<file path="config.mk">
export PLATFORM = sky130hd
export DESIGN_NAME = i2s_rx_frame_reader
export DESIGN_NICKNAME = d
export VERILOG_FILES = /design/src/rtl/i2s_rx_frame_reader_pkg.sv /design/src/rtl/i2s_word_deserializer.sv /design/src/rtl/i2s_rx_frame_reader.sv
export SDC_FILE = /design/constraint.sdc
export NUM_CORES = 1
export LEC_CHECK = 0
export CAP_MARGIN = 20
export CORE_MARGIN = 2
export CORE_UTILIZATION = 47
export CTS_CLUSTER_DIAMETER = 80
export DETAILED_ROUTE_END_ITERATION = 10
export PLACE_DENSITY_LB_ADDON = 0.25
export RECOVER_POWER = 50
export SYNTH_ARGS = -nofsm -noshare
export SYNTH_HDL_FRONTEND = slang
export SYNTH_SLANG_ARGS = --single-unit
</file>
<file path="constraint.sdc">
create_clock -name clk_i -period 3.3 [get_ports clk_i]
set_clock_uncertainty 0.15 [all_clocks]
set_input_delay 0.495 -clock clk_i [delete_from_list [all_inputs] [get_ports clk_i]]
set_output_delay 0.495 -clock clk_i [all_outputs]
set_load 0.05 [all_outputs]
</file>
<file path="src/rtl/i2s_rx_frame_reader_pkg.sv">
// Shared constants and reader state type for the I2S receive-buffer read path.
package i2s_pkg;

    localparam int unsigned FRAME_BITS      = 256;
    localparam int unsigned WORD_BITS       = 32;
    localparam int unsigned WORDS_PER_FRAME = FRAME_BITS / WORD_BITS;
    localparam int unsigned BIT_IDX_W       = $clog2(WORD_BITS);
    localparam int unsigned WORD_IDX_W      = $clog2(WORDS_PER_FRAME);

    typedef enum logic [1:0] {
        ST_IDLE       = 2'd0,
        ST_WAIT_FRAME = 2'd1,
        ST_FETCH      = 2'd2,
        ST_PRESENT    = 2'd3
    } reader_state_e;

    function automatic logic [15:0] sat_inc16(input logic [15:0] v);
        return (v == 16'hFFFF) ? v : v + 16'd1;
    endfunction

endpackage

</file>
<file path="src/rtl/i2s_word_deserializer.sv">
// Shifts 1-bit RAM read data into a 32-bit MSB-first word, compensating the
// one-cycle read latency and strobing done when the final bit is captured.
module i2s_word_deserializer
    import i2s_pkg::*;
(
    input  logic                 clk_i,
    input  logic                 rst_i,
    input  logic                 flush_i,
    input  logic                 rd_en_i,
    input  logic                 rd_last_i,
    input  logic                 rd_data_i,
    output logic [WORD_BITS-1:0] word_o,
    output logic                 done_o
);

    logic                 en_q, en_d;
    logic                 last_q, last_d;
    logic [WORD_BITS-1:0] shreg_q, shreg_d;

    // en_q/last_q mark the cycle in which the RAM returns data for a read issued
    // one cycle earlier; a flush drops any read still in flight.
    always_comb begin
        en_d    = rd_en_i & ~flush_i;
        last_d  = rd_en_i & rd_last_i & ~flush_i;
        shreg_d = shreg_q;
        if (en_q) begin
            shreg_d = {shreg_q[WORD_BITS-2:0], rd_data_i};
        end
    end

    always_ff @(posedge clk_i) begin
        if (rst_i) begin
            en_q    <= 1'b0;
            last_q  <= 1'b0;
            shreg_q <= '0;
        end else begin
            en_q    <= en_d;
            last_q  <= last_d;
            shreg_q <= shreg_d;
        end
    end

    assign word_o = shreg_q;
    assign done_o = last_q;

endmodule

</file>
<file path="src/rtl/i2s_rx_frame_reader.sv">
// Read-side controller for the I2S receive circular buffer: frame tracking,
// bit-serial fetch, word streaming and overrun resync.
// Optional statistics counters: define I2S_RX_FRAME_READER_STATS_EN.
module i2s_rx_frame_reader
    import i2s_pkg::*;
#(
    parameter int unsigned CIRC_BUF_BITS = 3
)
(
    input  logic                     clk_i,
    input  logic                     rst_i,
    input  logic                     enable_i,
    input  logic [CIRC_BUF_BITS-1:0] last_good_frame_idx_i,
    output logic [CIRC_BUF_BITS+7:0] ram_read_addr_o,
    output logic                     ram_read_en_o,
    input  logic                     ram_read_data_i,
    output logic [31:0]              word_data_o,
    output logic                     word_valid_o,
    input  logic                     word_ready_i,
    output logic                     word_last_o,
    output logic                     overrun_o,
    output logic [CIRC_BUF_BITS:0]   frames_pending_o,
    output logic [15:0]              frames_read_o,
    output logic [15:0]              overrun_count_o
);

    localparam int unsigned CNT_W = BIT_IDX_W + 1;
    localparam logic [CIRC_BUF_BITS:0]   PEND_FULL = {1'b0, {CIRC_BUF_BITS{1'b1}}};
    localparam logic [CIRC_BUF_BITS:0]   PEND_ONE  = 1;
    localparam logic [CIRC_BUF_BITS-1:0] FRAME_ONE = 1;

    reader_state_e              state_q, state_d;
    logic [CIRC_BUF_BITS-1:0]   prev_good_q, prev_good_d;
    logic [CIRC_BUF_BITS-1:0]   rd_frame_q, rd_frame_d;
    logic [CIRC_BUF_BITS:0]     pending_q, pending_d;
    logic [WORD_IDX_W-1:0]      word_idx_q, word_idx_d;
    logic [CNT_W-1:0]           bit_cnt_q, bit_cnt_d;
    logic                       overrun_q, overrun_d;

    logic                       new_frame;
    logic                       handshake;
    logic                       last_hs;
    logic                       overrun_evt;
    logic                       reading;
    logic                       read_last;
    logic                       flush;
    logic [WORD_BITS-1:0]       deser_word;
    logic                       deser_done;

    always_comb begin
        new_frame   = (state_q != ST_IDLE) && (last_good_frame_idx_i != prev_good_q);
        handshake   = (state_q == ST_PRESENT) && word_ready_i;
        last_hs     = handshake && (word_idx_q == WORD_IDX_W'(WORDS_PER_FRAME - 1));
        overrun_evt = new_frame && (pending_q == PEND_FULL);
        reading     = (state_q == ST_FETCH) && !bit_cnt_q[CNT_W-1];
        read_last   = reading && (bit_cnt_q[BIT_IDX_W-1:0] == '1);
    end

    always_comb begin
        state_d     = state_q;
        prev_good_d = prev_good_q;
        rd_frame_d  = rd_frame_q;
        pending_d   = pending_q;
        word_idx_d  = word_idx_q;
        bit_cnt_d   = bit_cnt_q;
        overrun_d   = 1'b0;
        flush       = 1'b0;

        if (!enable_i) begin
            state_d    = ST_IDLE;
            pending_d  = '0;
            word_idx_d = '0;
            bit_cnt_d  = '0;
            flush      = 1'b1;
        end else if (state_q == ST_IDLE) begin
            prev_good_d = last_good_frame_idx_i;
            rd_frame_d  = last_good_frame_idx_i + FRAME_ONE;
            pending_d   = '0;
            word_idx_d  = '0;
            bit_cnt_d   = '0;
            state_d     = ST_WAIT_FRAME;
        end else begin
            prev_good_d = last_good_frame_idx_i;
            if (overrun_evt) begin
                // Writer lapped us: abandon the current frame and restart on the
                // newest complete one, even over a simultaneous last-word handshake.
                overrun_d  = 1'b1;
                rd_frame_d = last_good_frame_idx_i;
                pending_d  = PEND_ONE;
                word_idx_d = '0;
                bit_cnt_d  = '0;
                flush      = 1'b1;
                state_d    = ST_FETCH;
            end else begin
                if (new_frame && !last_hs) begin
                    pending_d = pending_q + PEND_ONE;
                end else if (last_hs && !new_frame) begin
                    pending_d = pending_q - PEND_ONE;
                end

                case (state_q)
                    ST_WAIT_FRAME: begin
                        if (pending_q != '0) begin
                            word_idx_d = '0;
                            bit_cnt_d  = '0;
                            state_d    = ST_FETCH;
                        end
                    end
                    ST_FETCH: begin
                        if (reading) begin
                            bit_cnt_d = bit_cnt_q + CNT_W'(1);
                        end
                        if (deser_done) begin
                            state_d = ST_PRESENT;
                        end
                    end
                    ST_PRESENT: begin
                        if (handshake) begin
                            bit_cnt_d = '0;
                            if (last_hs) begin
                                rd_frame_d = rd_frame_q + FRAME_ONE;
                                word_idx_d = '0;
                                state_d    = ST_WAIT_FRAME;
                            end else begin
                                word_idx_d = word_idx_q + WORD_IDX_W'(1);
                                state_d    = ST_FETCH;
                            end
                        end
                    end
                    default: state_d = ST_IDLE;
                endcase
            end
        end
    end

    always_ff @(posedge clk_i) begin
        if (rst_i) begin
            state_q     <= ST_IDLE;
            prev_good_q <= '0;
            rd_frame_q  <= '0;
            pending_q   <= '0;
            word_idx_q  <= '0;
            bit_cnt_q   <= '0;
            overrun_q   <= 1'b0;
        end else begin
            state_q     <= state_d;
            prev_good_q <= prev_good_d;
            rd_frame_q  <= rd_frame_d;
            pending_q   <= pending_d;
            word_idx_q  <= word_idx_d;
            bit_cnt_q   <= bit_cnt_d;
            overrun_q   <= overrun_d;
        end
    end

    i2s_word_deserializer u_deser (
        .clk_i     (clk_i),
        .rst_i     (rst_i),
        .flush_i   (flush),
        .rd_en_i   (reading),
        .rd_last_i (read_last),
        .rd_data_i (ram_read_data_i),
        .word_o    (deser_word),
        .done_o    (deser_done)
    );

    always_comb begin
        ram_read_en_o    = reading;
        ram_read_addr_o  = reading ? {rd_frame_q, word_idx_q, bit_cnt_q[BIT_IDX_W-1:0]} : '0;
        word_valid_o     = (state_q == ST_PRESENT);
        word_data_o      = word_valid_o ? deser_word : '0;
        word_last_o      = word_valid_o && (word_idx_q == WORD_IDX_W'(WORDS_PER_FRAME - 1));
        overrun_o        = overrun_q;
        frames_pending_o = pending_q;
    end

`ifdef I2S_RX_FRAME_READER_STATS_EN
    logic [15:0] frames_read_q, frames_read_d;
    logic [15:0] ovr_count_q, ovr_count_d;

    always_comb begin
        frames_read_d = frames_read_q;
        ovr_count_d   = ovr_count_q;
        if (!enable_i) begin
            frames_read_d = '0;
            ovr_count_d   = '0;
        end else if (overrun_evt) begin
            ovr_count_d = sat_inc16(ovr_count_q);
        end else if (last_hs) begin
            frames_read_d = sat_inc16(frames_read_q);
        end
    end

    always_ff @(posedge clk_i) begin
        if (rst_i) begin
            frames_read_q <= '0;
            ovr_count_q   <= '0;
        end else begin
            frames_read_q <= frames_read_d;
            ovr_count_q   <= ovr_count_d;
        end
    end

    assign frames_read_o   = frames_read_q;
    assign overrun_count_o = ovr_count_q;
`else
    assign frames_read_o   = '0;
    assign overrun_count_o = '0;
`endif

endmodule

</file>
# Yosys cells after proc, flatten, opt, wreduce, memory -nomap -nowiden
# Index checks and enable logic that the tools add are counted.
# W data, S select, Z words.
[totals]
reg_bits = 56
inputBits = 8
out_inout_bits = 83
wordCells = 97
[classes]
add_sub_neg = 6
n_eq_ne = 16
n_mux = 28
bitwise_logic = 5
n_reduce_logical = 30
[op_table]
columns = ["cell", "n"]
rows = [
  ["$mux W32", 1],
  ["$mux W3", 8],
  ["$mux W6", 3],
  ["$pmux W6 S3", 1],
  ["$reduce_bool A3 Y1", 5],
  ["$mux W11", 1],
  ["$mux W2", 5],
  ["$add A3 B1 Y3 const B", 3],
  ["$logic_and A1 B1 Y1", 9],
  ["$reduce_and A3 Y1", 3],
  ["$mux W4", 2],
  ["$reduce_and A4 Y1", 2],
  ["$add A6 B1 Y6 const B", 1],
  ["$pmux W2 S3", 1],
  ["$pmux W3 S2", 1],
  ["$reduce_bool A2 Y1", 3],
  ["$eq A5 B5 Y1 const B", 1],
  ["$mux W1", 5],
  ["$add A4 B1 Y4 const B", 1],
  ["$eq A2 B2 Y1 const B", 2],
  ["$eq A4 B3 Y1 const B", 1],
  ["$ne A2 B2 Y1 const B", 2],
  ["$ne A4 B1 Y1 const B", 1],
  ["$ne A4 B2 Y1 const B", 1],
  ["17 further kinds", 22],
]

# Logic depth before layout (Yosys ltp)
[logic_depth]
depth_word = 8
mapped_depth = 12
ltp_nobuf = 12

# By module
# A second synthesis with hierarchy kept.
[hier_totals]
cells_unflattened = 338
hier_area_um2 = 3044.2
[modules_own_cells]
columns = ["mod", "instances", "cells_per_inst", "area_each_um2", "seq_area_each_um2"]
rows = [
  ["i2s_rx_frame_reader", 1, 230, 1814.2, 440.4],
  ["i2s_word_deserializer", 1, 108, 1229.9, 680.7],
]

# Worst setup path after synthesis
# No wires, ideal clock.
[synth_path]
kind = "input to register"
start = "in last_good_frame_idx_i[2]"
end = "reg pending_q[3] (netlist: frames_pending_o[3])"
setup_time_ps = 70
arrival_time_ps = 2452
required_time_ps = 3080
slack_ps = 628
path_stages = 12
n_path_buf = 0
cell_sequence = "xor2_1 nor3_1 or2_2 inv_1 ha_1 inv_1 ha_1 a21o_1 a21oi_1 xnor2_1 or3_1 a21oi_1"
[synth_between]
elab_chain_len = 5
elab_cells_between_ends = 9
classes_between = "eq/ne: 1; mux: 1; reduce/logical: 7"
[synth_lines]
columns = ["item", "line_no", "rtl"]
rows = [
  ["start: declaration", "i2s_rx_frame_reader.sv:13", "input logic [CIRC_BUF_BITS-1:0] last_good_frame_idx_i,"],
  ["$ne A3 B3 Y1 (*)", "i2s_rx_frame_reader.sv:51", "new_frame = (state_q != ST_IDLE) && (last_good_frame_idx_i != prev_good_q);"],
  ["$logic_and A1 B1 Y1 (*)", "i2s_rx_frame_reader.sv:51", ""],
  ["$logic_not A1 Y1", "i2s_rx_frame_reader.sv:97", "end else if (last_hs && !new_frame) begin"],
  ["$logic_and A1 B1 Y1", "i2s_rx_frame_reader.sv:97", ""],
  ["$reduce_bool A2 Y1 (no line)", "--", ""],
  ["end signal: assignment", "i2s_rx_frame_reader.sv:149", "pending_q <= pending_d;"],
  ["end: declaration", "i2s_rx_frame_reader.sv:35", "logic [CIRC_BUF_BITS:0] pending_q, pending_d;"],
]
# Mark *: on every way between the ends. The rest lies on a longest branch, timed or not.
# A chain may end at the register's enable or synchronous reset.

# Worst setup path after layout
[layout_path]
start = "in last_good_frame_idx_i[0]"
end = "reg pending_q[3] (netlist: frames_pending_o[3])"
# The elaborated chain is that of the path after synthesis.

==> reports/metrics.yaml <==
status: "finished with violations"
violations: "capacitance limit, slew limit"
die_w_um: 84.0
postCtsSetupRepairBufs: 0
yosysTopAreaCell: "dfxtp_1"
io_buffers: 58
hold_viol: 0
cp_max_fo: 3
cts-root-buf: "clkbuf_8"
p_leak_nw: 1.57
ys_types: 45
drive_gt1_share_pct: 8.97
ys_seq_area_share_pct: 37.3
crit_type: "in2reg"
cp-start-kind: "primary input"
holdPathEnd: "u_deser.en_q"
cts_tree: "built"
cts_hold_buf: 0
peakVddDrop_v: 0.000229
routed_wl_um: 6230
die_y_um: 84.0
r2r_slack_ns: 0.55
cts_buffers: 5
syn_area_per_cell_um2: 8.98
timing.rr.start: "state_q[0]"
nets: 408
ys_ff_latch: 56
cts.sinks: 56
grt_pass1_vias: 2177
drv_slew: 39
timing.hold.worst.start: "bit_cnt_q[5]"
tns_ns: 0
clk_pin_slew_ns: 0.10
required_ns: 3.39
crit_start: "last_good_frame_idx_i[0]"
r2r-end: "frames_pending_o[3]"
rows: 29
viasPerCell: 5.08
r2r_cells: 11
gp_congestion: 0.810
die-area_um2: 7050
dpl.hpwl_um: 4320
drv_cap: 1
drc: 0
grt_overflow: 0
cts_resized: 0
cts_max_path_buffers: 2
yosysWarnings: 0
syn_inst: 335
synth_edf_count: 0
fin_crit_ns: 3.02
fin_ws_ns: 0.285
worst_pin_slew_ns: 1.63
grt_max_degree: 39
final.period_utilization_pct: 91.4
htree_levels: 2
wire_per_inst_um: 13.3
grt_pass1_wl_um: 10300
synthArstFlopShare_pct: 0
n_antenna_cell: 0
synthesis.area_um2: 3010
synth_top_cell_area_share_pct: 37.3
clock_latency_ns: 0.31
rsz0062_at_grt: "false"
worst_ep_arrival_time_ns: 3.11
grt_use_total_pct: 17.6
setup_violations: 0
pre_cts_ws_ns: 0.0206
antenna_found_initial: 0
max_freq_mhz: 332
start_util_pct: 47.9
design.core.area_um2: 6280
synth.area.top_cells: "dfxtp_1 (37%), mux2i_1 (13%), buf_4 (8.0%)"
vias: 2374
dr.pass1.iters: 4
drt-initial-drc-count: 158
synth-main-ff-cell: "dfxtp_1"
holdCritPathClass: "reg2reg"
syn_to_final_growth_pct: 24.3
relSlewSlack_pct: -8.94
ios: 91
synth_common_cells: "dfxtp_1 (56), nor2_1 (56), mux2i_1 (39)"
ant_nets: 0
pwr_density_cell_nw_per_um2: 356
hold_depth: 1
end_kind: "flip-flop"
## cell families after synthesis
logic type | Yosys count | synth area share (%)
buffers and inverters | 56 | 11.4
and+or+nand+nor | 134 | 24.3
xor gates and xnor gates | 9 | 2.62
muxes | 39 | 13.0
AOI/OAI and AO/OA | 29 | 6.49
other | 1 | 0.125
DFF | 56 | 37.3
adders and majority gates | 11 | 4.83
## routing by layer
metal / wire length [um] / GRT usage, %
met1: 2860 / 22.8
met2: 2930 / 29.1
met3: 362 / 4.45
met4: 82 / 5.13
met5: 0 / 0
## layout make-up
class	count	area, um^2
multi-input combinational	254	1620
sequential	56	1120
clock inverter	2	35.0
timing repair buffer	68	772
clock buffer	6	72.6
tap	77	96.3
inverter	4	15.0
fill	582	2540
## cell usage in the layout (no fill, tap or decap), types with 3 or more instances in the layout
cell type | Yosys | routed
conb_1 | 1 | 32
ha_1 | 10 | 10
clkdlybuf4s50_1 | 0 | 42
nand2_1 | 6 | 6
nor2_1 | 56 | 56
buf_12 | 0 | 12
nand3_1 | 3 | 3
clkbuf_8 | 0 | 5
xnor2_1 | 5 | 5
buf_4 | 32 | 9
a22oi_1 | 3 | 3
xor2_1 | 4 | 4
dlygate4sd3_1 | 0 | 4
inv_1 | 3 | 3
a21oi_1 | 10 | 10
nand2b_1 | 4 | 4
and2_1 | 14 | 13
and3_1 | 34 | 34
dfxtp_1 | 56 | 55
nor3_1 | 3 | 4
o21ai_0 | 3 | 5
mux2i_1 | 39 | 39
a31oi_1 | 3 | 3
## per-stage QoR
| step | area, um^2 | hold WS (ns) | util (%) | cells | power, mW |
|---|---|---|---|---|---|
| finish | 3740 | 0.332 | 59.5 | 467 | 1.33 |
| global route | 3740 | 0.349 | 59.5 | 467 | 1.38 |
| CTS | 3780 | 0.328 | 60.2 | 467 | 1.35 |
| detailed placement | 3670 | 0.313 | 58.4 | 459 | 0.909 |
| global placement | 3670 | 0.318 | 58.4 | 459 | 0.906 |
| floorplan | 3120 | 0.292 | - | 366 | 0.898 |
## power by group
| part | switching, mW | internal (mW) | leakage, nW |
|---|---|---|---|
| clock network | 0.217 | 0.226 | 0.0552 |
| logic | 0.147 | 0.0493 | 1.07 |
| registers | 0.00999 | 0.683 | 0.453 |
## how the worst max path moves through the flow
stage | slack [ns] | endpoint | depth (start not counted)
after CTS | 0.33 | frames_pending_o[3] | 13
after floorplan | 0.63 | frames_pending_o[3] | 12
final | 0.28 | frames_pending_o[3] | 13
after global placement | 0.1 | frames_pending_o[3] | 13
after detailed placement | 0.02 | frames_pending_o[3] | 13
after global routing | 0.12 | frames_pending_o[3] | 13
## state kept, by name (all words and copies together) (netlist names), 2 cells and up
name              count
u_deser.word_o       32
prev_good_q           3
rd_frame_q            3
state_q               2
frames_pending_o      4
word_idx_q            3
bit_cnt_q             6
## critical path: stages
cell and delay, ns:
dlygate4sd3_1 0.57, xor2_1 0.22, nor3_1 0.07, or2_2 0.29, inv_1 0.06, ha_1 0.16
inv_1 0.08, ha_1 0.28, a21o_1 0.17, a21oi_1 0.16, xnor2_1 0.09, or3_1 0.30
a21oi_1 0.14
(Power assumes the default switching activity.)
